### src/rtl/control_seq.sv
// Fetch/execute sequencer with instruction register, memory wait handling,
// conditional jump resolution, halt detection and a retired-instruction count.
module control_seq #(
  parameter  int SRC_W  = 2,
  parameter  int DEST_W = 3,
  parameter  int CNT_W  = 16,
  localparam int IW     = 2 + SRC_W + DEST_W + 1,
  localparam int NSRC   = 1 << SRC_W,
  localparam int NDEST  = 1 << DEST_W
) (
  input  logic             clk,
  input  logic             reset_n,
  input  logic [IW-1:0]    bus_in,
  input  logic             mem_ready,
  input  logic             a_is_zero,
  input  logic             flag_carry,
  output logic             mem_req,
  output logic             mem_we,
  output logic             addr_from_pc,
  output logic             load_ir,
  output logic             pc_inc,
  output logic             load_pc,
  output logic [NDEST-1:0] load_dest,
  output logic [NSRC-1:0]  src_sel_n,
  output logic             do_subtract,
  output logic             halted,
  output logic [CNT_W-1:0] retired
);

  typedef enum logic [1:0] {
    FETCH,
    EXEC,
    HALT
  } state_t;

  state_t state, nextState;

  logic [IW-1:0]    ir;
  logic [CNT_W-1:0] count;
  logic             retire;

  logic              b7, b6, idx;
  logic [SRC_W-1:0]  src;
  logic [DEST_W-1:0] dest;
  logic              imm, destPc, destStore, destHalt;
  logic              memCycle, done, jump;

  assign b7  = ir[IW-1];
  assign b6  = ir[IW-2];
  assign src = ir[IW-3 -: SRC_W];
  assign dest = ir[DEST_W:1];
  assign idx = ir[0];
  assign imm = ~idx;

  assign destPc    = dest == DEST_W'(1);
  assign destStore = dest == DEST_W'(5);
  assign destHalt  = dest == {DEST_W{1'b1}};
  assign memCycle  = (src == '0) | destStore;

  assign jump = destPc & ((b6 & a_is_zero) | (b7 & flag_carry) | (b6 & b7));

  always_ff @(posedge clk) begin
    if (!reset_n) begin
      state <= FETCH;
      ir    <= '0;
      count <= '0;
    end else begin
      state <= nextState;
      if (load_ir) ir <= bus_in;
      if (retire) count <= count + CNT_W'(1);
    end
  end

  always_comb begin
    nextState    = state;
    mem_req      = 1'b0;
    mem_we       = 1'b0;
    addr_from_pc = 1'b0;
    load_ir      = 1'b0;
    pc_inc       = 1'b0;
    load_pc      = 1'b0;
    load_dest    = '0;
    src_sel_n    = '1;
    do_subtract  = 1'b0;
    halted       = 1'b0;
    retire       = 1'b0;
    done         = 1'b0;
    if (reset_n) begin
      unique case (state)
        FETCH: begin
          mem_req      = 1'b1;
          addr_from_pc = 1'b1;
          if (mem_ready) begin
            load_ir   = 1'b1;
            pc_inc    = 1'b1;
            nextState = EXEC;
          end
        end
        EXEC: begin
          src_sel_n   = ~(NSRC'(1) << src);
          do_subtract = b6;
          if (destHalt) begin
            nextState = HALT;
          end else begin
            if (memCycle) begin
              mem_req      = 1'b1;
              addr_from_pc = imm;
              mem_we       = destStore;
              done         = mem_ready;
            end else begin
              done = 1'b1;
            end
            // Strobes fire only on the cycle the instruction completes
            if (done) begin
              load_pc = jump;
              if (!destPc && !destStore) load_dest[dest] = 1'b1;
              pc_inc    = memCycle & imm & ~jump;
              retire    = 1'b1;
              nextState = FETCH;
            end
          end
        end
        HALT: begin
          halted = 1'b1;
        end
        default: nextState = FETCH;
      endcase
    end
  end

  assign retired = reset_n ? count : '0;

endmodule

### config.mk
export PLATFORM = sky130hd
export DESIGN_NAME = control_seq
export DESIGN_NICKNAME = d
export VERILOG_FILES = /design/src/rtl/control_seq.sv
export SDC_FILE = /design/constraint.sdc
export NUM_CORES = 1
export LEC_CHECK = 0
export ABC_CLOCK_PERIOD_IN_PS = 1500
export CORE_MARGIN = 5
export CORE_UTILIZATION = 41
export DETAILED_ROUTE_END_ITERATION = 7
export PLACE_DENSITY_LB_ADDON = 0.15
export SYNTH_ARGS = -nofsm -noshare
export SYNTH_HDL_FRONTEND = slang
export SYNTH_SLANG_ARGS = --single-unit
### constraint.sdc
create_clock -name clk -period 1.5 [get_ports clk]
set_input_delay 0.225 -clock clk [delete_from_list [all_inputs] [get_ports clk]]
set_output_delay 0.225 -clock clk [all_outputs]
set_load 0.1 [all_outputs]
==> flow_summary.ini, run 1 <==
[cells_and_area]
multiInputGateArea_um2 = 1220
area_growth_pct = 114
regArea_um2 = 528
fin_cells = 332
drive_gt1_share_pct = 57.0
antenna_cells = 0
fin_nets = 301
final.fill_count = 108

[synth]
ys_top_cells_by_area = dfxtp_1 (35%), and2_1 (8.9%), nand2_1 (6.9%), nor2_1 (5.1%), a21oi_1 (4.8%)
synth_xor_xnor_area_share_pct = 6.54
yosysSeqAreaShare_pct = 35.3
synth-seq-cells = 26
synth_common_cells = nand2_1 (27), dfxtp_1 (26), and2_1 (21)
synth_area_um2 = 1470
synth_top_area_share_pct = 35.3
synthMuxAreaShare_pct = 1.02
yosys.area_share.simple_pct = 41.1
ys.flop_type = dfxtp_1
ys_warn_count = 0
synth_top_family_by_area = simple AND/OR/NAND/NOR gates
ys_types = 36
post-synth-top-count-cell = nand2_1
synth_edf_count = 0
synthAdderAreaFrac_pct = 0.849
async_flop_share_pct = 0
syn_area_per_cell_um2 = 7.76
synth_top_area_cell = dfxtp_1
synth_compound_area_share_pct = 11.0
syn_inst = 190

[drt]
avgRoutedWirePerCell_um = 24.2
wl_met2_um = 4040
first_pass_iters = 4
top_layer = met4
wl_met3_um = 561
wirelength_um = 8030
wl_met1_um = 2970
drtIter0Drc = 223
vias_per_cell = 6.02
vias = 2000
drtAntennaViolNets = 0
drcViolationCount = 0

[timing]
grt_setup_unrepaired = yes
fin_crit_ps = 2250
worst_slack_ps = -745
timing.fmax_mhz = 445
hold_viol = 0
whs_ps = 397
fin_crit_sh_pct = 150
maxSlewViolCount = 0
setup_viol = 49
fin_skew_ps = 23.2

[power_and_ir_drop]
worst_ir_drop_vdd_mv = 0.378
power.static_leakage_nw = 1.25
power_density_nw_per_um2 = 557

[global_route]
grt_pass1_vias = 1904
grt_pass1_wl_um = 9600
antenna_found_initial = 0
grt_use_total_pct = 23.9
grt_max_degree = 23
overflow = 0

[setup_path]
criticalPathCategory = register to output pin
path_delay_family = simple AND/OR/NAND/NOR gates
path_buf_inv = 2
crit_arrival_ps = 2020
r2r_slack_ps = -510
crit_slowest_cell = dfxtp_2
required_ps = 1270
r2r_start = ir[2]
reg2reg_depth = 12
worstPathMaxFanout = 4
end_kind = output pin
reg2reg_to = count[6]
critPathMaxStageDelay_ps = 360
cp_cell_sequence = buf_6 > and2b_2 > o211ai_1 > nor2_2 > nand3_2 > a21oi_4 > buf_12
cp-start-kind = register

[worst_hold_path]
min_path_cells = 3
holdPathEnd = ir[7]
min_path_type = input pin to register
holdCritStartpoint = bus_in[7]

[clock_network]
clock_path_buffers = 2
cts.sinks = 26
root_buffer = clkbuf_4
path_clk_slew_ps = 180
cts_buffers = 3
cts_tree = done
worstSkewPairLatency_ps = 360
htreeDepth = 1

[run]
maxCapViolations = 0

[status]
violations = negative setup slack
status = finished with violations

[floorplan]
fp.dieW_um = 70.0
pin_count = 49
num_rows = 21
dieArea_um2 = 4890
die_y_um = 70.0
initial_utilization_pct = 43.2
coreArea_um2 = 3420

[placed_design]
place_congestion = 0.832
io_buffers = 45
hpwl_um = 3660
dp.cells = 311
report_power, final:
part	internal (mW)	total (mW)	leakage (nW)	switching [mW]
sequential	0.708	0.728	0.213	0.0199
clock	0.204	0.456	0.0261	0.251
combinational	0.238	0.571	1.01	0.333
per-stage QoR:
stage	area, µm²	setup TNS, ps	setup WS [ps]	total power, mW	utilization, %
floorplan	1630	-5320	-775	0.996	-
global placement	2710	-11630	-638	1.16	79.3
detailed placement	2710	-13580	-678	1.18	79.3
CTS	2920	-11120	-657	1.64	85.4
global route	3150	-17310	-793	1.80	92.2
finish	3150	-15430	-745	1.75	92.2
cell usage in the layout, fill, tap and decap left out, types with 2 or more instances in the layout:
cell type	netlist	routed
a21oi_1	14	8
a21oi_2	0	5
and2_1	21	8
and2_2	0	10
and2_4	0	3
and3_1	7	4
and3_4	0	2
buf_12	0	34
buf_4	3	33
buf_6	0	21
clkbuf_4	0	3
clkdlybuf4s50_1	0	12
conb_1	1	3
dfxtp_1	26	22
dfxtp_2	0	3
inv_1	2	2
nand2_1	27	23
nand2_2	0	2
nand2_4	0	2
nand3_1	10	4
nand3_2	0	4
nand3_4	0	2
nand4_1	5	5
nor2_1	20	11
nor2_4	0	8
nor3_2	0	2
nor3_4	0	3
o21ai_0	5	5
o21ba_4	1	2
or3_4	1	7
xnor2_1	7	5
xnor2_2	0	2
xor2_1	4	4
cells by family after synthesis:
logic type	Yosys count
compound gates	25
xor+xnor	11
fa+ha+maj	1
buf+inv	12
flops	26
mux	1
other cells	1
simple gates	113
cell type report:
type / count / area share (%)
Tap cell: 46 / 1.83
Inverter: 2 / 0.238
Clock buffer: 4 / 1.51
Timing Repair Buffer: 100 / 40.8
Sequential cell: 26 / 16.8
Multi-Input combinational cell: 154 / 38.9
metal layers:
metal  vias up  global-route usage [%]
met2       140                    46.0
met3        47                    3.16
li1        827                       -
met1       986                    25.8
met5         -                       0
met4         0                    9.57
registers in the layout, summed over array words and instances (netlist names):
register and flops:
count 16, ir 8, state 2
worst reg2reg max path, cell delays in order (launching register included):
cell and delay [ps]:
dfxtp_4 370, and3b_4 340, buf_6 100, buf_6 90, o21bai_4 60, buf_6 120
buf_6 100, buf_6 110, buf_12 130, buf_6 100, nand4_1 110, xor2_1 210
nor2_1 70
worst max-delay path by stage:
stage | start | end | slack (ps) | depth (start not counted)
finish | state[1] | pc_inc | -750 | 7
global placement | reset_n | load_dest[0] | -640 | 6
floorplan | ir[2] | load_dest[3] | -770 | 3
CTS | state[1] | load_dest[4] | -660 | 5
global route | state[1] | pc_inc | -790 | 7
detailed placement | reset_n | load_dest[4] | -680 | 6
what timing repair did:
item | CTS | global route
buffers inserted | 8 | 13
pin swaps | 12 | 24
hold endpoints to repair | 0 | 0
hold buffers | 0 | 0
resized for setup | 26 | 43
endpoints found under the setup margin | 48 | 50
No activity file was read; power rests on OpenSTA's default activity.
==> run 2: changes to the inputs <==
--- a/config.mk
+++ b/config.mk
@@ -5,9 +5,9 @@
 export SDC_FILE = /design/constraint.sdc
 export NUM_CORES = 1
 export LEC_CHECK = 0
-export ABC_CLOCK_PERIOD_IN_PS = 1500
+export ABC_CLOCK_PERIOD_IN_PS = 2200
 export CORE_MARGIN = 5
-export CORE_UTILIZATION = 41
+export CORE_UTILIZATION = 45
 export DETAILED_ROUTE_END_ITERATION = 7
 export PLACE_DENSITY_LB_ADDON = 0.15
 export SYNTH_ARGS = -nofsm -noshare
==> constraint.sdc (replaced) <==
create_clock -name clk -period 2.2 [get_ports clk]
set_input_delay 0.33 -clock clk [delete_from_list [all_inputs] [get_ports clk]]
set_output_delay 0.33 -clock clk [all_outputs]
set_load 0.1 [all_outputs]
==> run 2 against run 1 <==
Compared with the run above:
- critical path type unchanged
- wire length down 39%
- clock skew is 13 ps lower
- register-to-register slack gained 840 ps
- the flow still finishes with violations (negative setup slack)
==> flow_summary.ini, run 2 (synthesis gave the netlist of run 1 again) <==
[drt]
wirelength_um = 4890
drtAntennaViolNets = 0
first_pass_iters = 4
avgRoutedWirePerCell_um = 16.3
drtIter0Drc = 126
vias = 1589
drcViolationCount = 0
vias_per_cell = 5.30

[setup_path]
crit_slowest_cell = or3_4
required_ps = 1870
r2r_start = state[1]
worstPathMaxFanout = 4
end_kind = output pin
crit_arrival_ps = 2020
cp_cell_sequence = and3b_4 > o21ba_4 > or3_4 > nor3b_4 > buf_12
cp-start-kind = register
reg2reg_depth = 7
critPathMaxStageDelay_ps = 440
criticalPathCategory = register to output pin
reg2reg_to = count[14]
r2r_slack_ps = 330

[floorplan]
initial_utilization_pct = 47.5
num_rows = 20
dieArea_um2 = 4520
coreArea_um2 = 3100
fp.dieW_um = 67.2
pin_count = 49
die_y_um = 67.2

[global_route]
grt_pass1_vias = 1667
overflow = 0
antenna_found_initial = 0
grt_max_degree = 22
grt_pass1_wl_um = 7730
grt_use_total_pct = 22.6

[timing]
fin_crit_ps = 2350
worst_slack_ps = -152
hold_viol = 0
fin_skew_ps = 9.96
setup_tns_ps = -286
maxSlewViolCount = 0
fin_crit_sh_pct = 107
timing.fmax_mhz = 425
setup_viol = 6
grt_setup_unrepaired = yes

[clock_network]
worstSkewPairLatency_ps = 350
cts_tree = done
path_clk_slew_ps = 150
root_buffer = clkbuf_4
hold_buffers = 0
cts_buffers = 3
clock_path_buffers = 2
htreeDepth = 1
cts.sinks = 26

[worst_hold_path]
min_path_cells = 2
holdPathEnd = ir[0]
min_path_type = register to register
holdCritStartpoint = ir[0]

[cells_and_area]
top_regs = count x16, ir x8, state x2
regMostFlops = count
antenna_cells = 0
largest_reg_flops = 16
fin_nets = 271
layout_commonest_cell = buf_12
area_growth_pct = 78.4
mostFrequentLayoutCells = buf_12 (33), nand2_1 (26), buf_4 (24), and2_1 (21), dfxtp_1 (20)
drive_gt1_share_pct = 35.5

[status]
violations = negative setup slack
status = finished with violations

[placed_design]
place_congestion = 0.803
post-place-ws_ps = -161
io_buffers = 45
hpwl_um = 3330

[power_and_ir_drop]
power_density_nw_per_um2 = 414
worst_ir_drop_vdd_mv = 0.300
power.static_leakage_nw = 1.03

[run]
maxCapViolations = 0
[run 2: cell types whose count changed in the layout (fill, tap and decap cells not counted), sizes merged]
cell / change
buf: -30
clkdlybuf4s50: -1
dlygate4sd2: +1
[run 2: worst max-delay path by stage]
stage / from / endpoint / slack (ps) / cells after the start
global placement: reset_n / load_dest[0] / -110 / 6
floorplan: ir[3] / mem_req / -300 / 3
detailed placement: reset_n / load_dest[0] / -160 / 6
finish: ir[2] / load_dest[4] / -150 / 5
CTS: ir[2] / load_dest[4] / -120 / 5
global route: ir[2] / load_dest[4] / -190 / 5
[run 2: area by class of cell]
| cell class | count | area [µm²] |
|---|---|---|
| Multi-Input combinational cell | 154 | 1010 |
| Timing Repair Buffer | 70 | 971 |
| Sequential cell | 26 | 536 |
| Fill cell | 178 | 474 |
| Tap cell | 44 | 55.1 |
| Clock buffer | 4 | 47.5 |
| Inverter | 2 | 7.51 |
[run 2: what timing repair did]
item                                    4_1_cts  5_1_grt
endpoints found under the setup margin        7       10
setup buffers                                 9        4
resized for setup                             7       10
pin swaps                                     7        7
[run 2: where the power goes]
part           switching, mW  internal, mW  leakage [nW]
Sequential            0.0114         0.482         0.214
Clock                  0.168         0.139        0.0261
Combinational          0.177         0.112         0.789
[run 2: critical path, delay by kind of cell (launching register included)]
family	cells	cell delay [ps]
buffers and inverters	1	210
AND/OR/NAND/NOR	3	900
AO/OA/AOI/OAI	1	200
flip-flops	1	370
[run 2: metrics by stage]
step                instance area (µm²)  hold WS, ps  power, mW  util, %  std cells
floorplan                          1560          433      0.668        -        192
global placement                   2440          443      0.754     78.5        283
detailed placement                 2440          467      0.762     78.5        283
CTS                                2560          485       1.06     82.5        296
global route                       2630          524       1.13     84.7        300
finish                             2630          488       1.09     84.7        300
[run 2: per-layer routing]
metal | up-vias | GRT usage (%) | part of all wire (%)
li1 | 764 | - | -
met1 | 748 | 26.9 | 41
met2 | 66 | 39.6 | 51
met3 | 11 | 3.16 | 5.5
met4 | 0 | 10.6 | 2.8
met5 | - | 0 | 0
==> run 3: changes to the inputs <==
--- a/config.mk
+++ b/config.mk
@@ -6,10 +6,14 @@
 export NUM_CORES = 1
 export LEC_CHECK = 0
 export ABC_CLOCK_PERIOD_IN_PS = 2200
+export CELL_PAD_IN_SITES_DETAIL_PLACEMENT = 1
+export CELL_PAD_IN_SITES_GLOBAL_PLACEMENT = 1
 export CORE_MARGIN = 5
-export CORE_UTILIZATION = 45
+export CORE_UTILIZATION = 44
 export DETAILED_ROUTE_END_ITERATION = 7
+export DONT_BUFFER_PORTS = 1
 export PLACE_DENSITY_LB_ADDON = 0.15
+export SLEW_MARGIN = 0
 export SYNTH_ARGS = -nofsm -noshare
 export SYNTH_HDL_FRONTEND = slang
 export SYNTH_SLANG_ARGS = --single-unit
==> run 3 against run 2 <==
Compared with the run above:
- the run still ends with negative setup slack left
- register-to-register slack worse by 50 ps
- total power down 11%
- critical path depth up 2
- clock skew down 3.4 ps
- worst hold slack worse by 390 ps
- final cell count down 6.0%
- non-clock buffer count down 20
- clock-buffer cell count unchanged
- critical path type unchanged
- critical endpoint is now pc_inc
- highest routed layer unchanged
==> flow_summary.ini, run 3 (synthesis gave the netlist of run 1 again) <==
[status]
status = finished with violations
violations = negative setup slack

[cells_and_area]
fin_cells = 282
largest_reg_flops = 16
regMostFlops = count
top_regs = count x16, ir x8, state x2
layout_commonest_cell = buf_4
drive_gt1_share_pct = 35.2
fin_nets = 251
mostFrequentLayoutCells = buf_4 (40), nand2_1 (25), and2_1 (21), dfxtp_1 (20), nor2_1 (14)
antenna_cells = 0
area_growth_pct = 44.6

[global_route]
overflow = 0
antenna_found_initial = 0
grt_max_degree = 23
grt_pass1_wl_um = 7620
grt_pass1_vias = 1543
grt_use_total_pct = 21.8

[worst_hold_path]
min_path_cells = 2
min_path_type = input pin to register

[power_and_ir_drop]
power.static_leakage_nw = 0.854
worst_ir_drop_vdd_mv = 0.242
power_density_nw_per_um2 = 455

[clock_network]
worstSkewPairLatency_ps = 350
clock_path_buffers = 2
cts_tree = done
cts.sinks = 26
htreeDepth = 1
path_clk_slew_ps = 150
cts_buffers = 3
root_buffer = clkbuf_4

[timing]
timing.fmax_mhz = 424
fin_crit_sh_pct = 107
maxSlewViolCount = 0
hold_viol = 0
worst_slack_ps = -157
setup_tns_ps = -723
fin_crit_ps = 2360
grt_setup_unrepaired = yes
fin_skew_ps = 6.56
setup_viol = 8

[drt]
drcViolationCount = 0
vias_per_cell = 5.53
drtIter0Drc = 56
first_pass_iters = 4
wirelength_um = 5710
vias = 1559
avgRoutedWirePerCell_um = 20.3
drtAntennaViolNets = 0

[setup_path]
r2r_slack_ps = 280
worstPathMaxFanout = 3
reg2reg_depth = 6
criticalPathCategory = register to output pin
cp-start-kind = register
crit_arrival_ps = 2030
required_ps = 1870
end_kind = output pin

[floorplan]
coreArea_um2 = 3280
initial_utilization_pct = 44.9
fp.dieW_um = 67.9
num_rows = 21
dieArea_um2 = 4610
die_y_um = 67.9
pin_count = 49

[placed_design]
io_buffers = 0
dp.cells = 264
hpwl_um = 3360
place_congestion = 0.917

[run]
maxCapViolations = 0
-- run 3: changes by cell type in the layout (fill, tap and decap cells not counted), sizes merged --
cell	delta
buf	-8
clkdlybuf4s50	-11
dlygate4sd2	-1
-- run 3: path summary, 6_finish.rpt --
kind / from / to
setup / recovery: ir[2] / pc_inc
setup reg to reg: ir[2] / count[15]
hold reg to reg: ir[7] / ir[7]
hold / removal: bus_in[2] / ir[2]
-- run 3: cell type report --
| type | instances | area [µm²] |
|---|---|---|
| clock buffers | 4 | 26.3 |
| fillers | 394 | 1150 |
| inverters | 2 | 7.51 |
| multi-input cells | 154 | 1020 |
| flip-flops and latches | 26 | 536 |
| well taps | 46 | 57.6 |
| repair buffers | 50 | 483 |
-- run 3: through the flow --
step                      hold WS (ps)  utilization [%]  setup slack (ps)  total power, mW  instance area (µm²)
after global routing              93.8             64.9              -209             1.00                 2130
after floorplan                    433                -              -301            0.668                 1560
after CTS                         99.4             63.6              -114            0.945                 2090
final                             95.4             64.9              -157            0.969                 2130
after detailed placement           452             59.2               106            0.716                 1950
after global placement             443             59.2               197            0.709                 1950
-- run 3: what timing repair did --
item | in CTS | in global routing
pin swaps | 9 | 7
setup endpoints to repair | 7 | 10
buffers inserted | 11 | 3
gates resized for setup | 14 | 5
hold buffers | 0 | 0
hold endpoints to repair | 0 | 0
-- run 3: worst max-delay path, cell delays in order (launching register included) --
cell	delay, ps
dfxtp_4	370
and3b_4	310
buf_4	120
o211ai_1	110
nor2_1	230
nand3_2	150
a21oi_4	200
buf_12	190
-- run 3: power by group --
part           internal [mW]  switching (mW)  total (mW)
logic                 0.0768           0.168       0.245
clock network         0.0716           0.159       0.231
registers              0.481          0.0128       0.494
-- run 3: per-layer routing --
layer	routed length (µm)	track usage (%)	share of wire, %	vias up
met5	0	0	0	-
li1	-	-	-	728
met2	2910	37.4	51	53
met3	250	3.45	4.4	9
met4	115	7.44	2.0	0
met1	2440	27.6	43	769
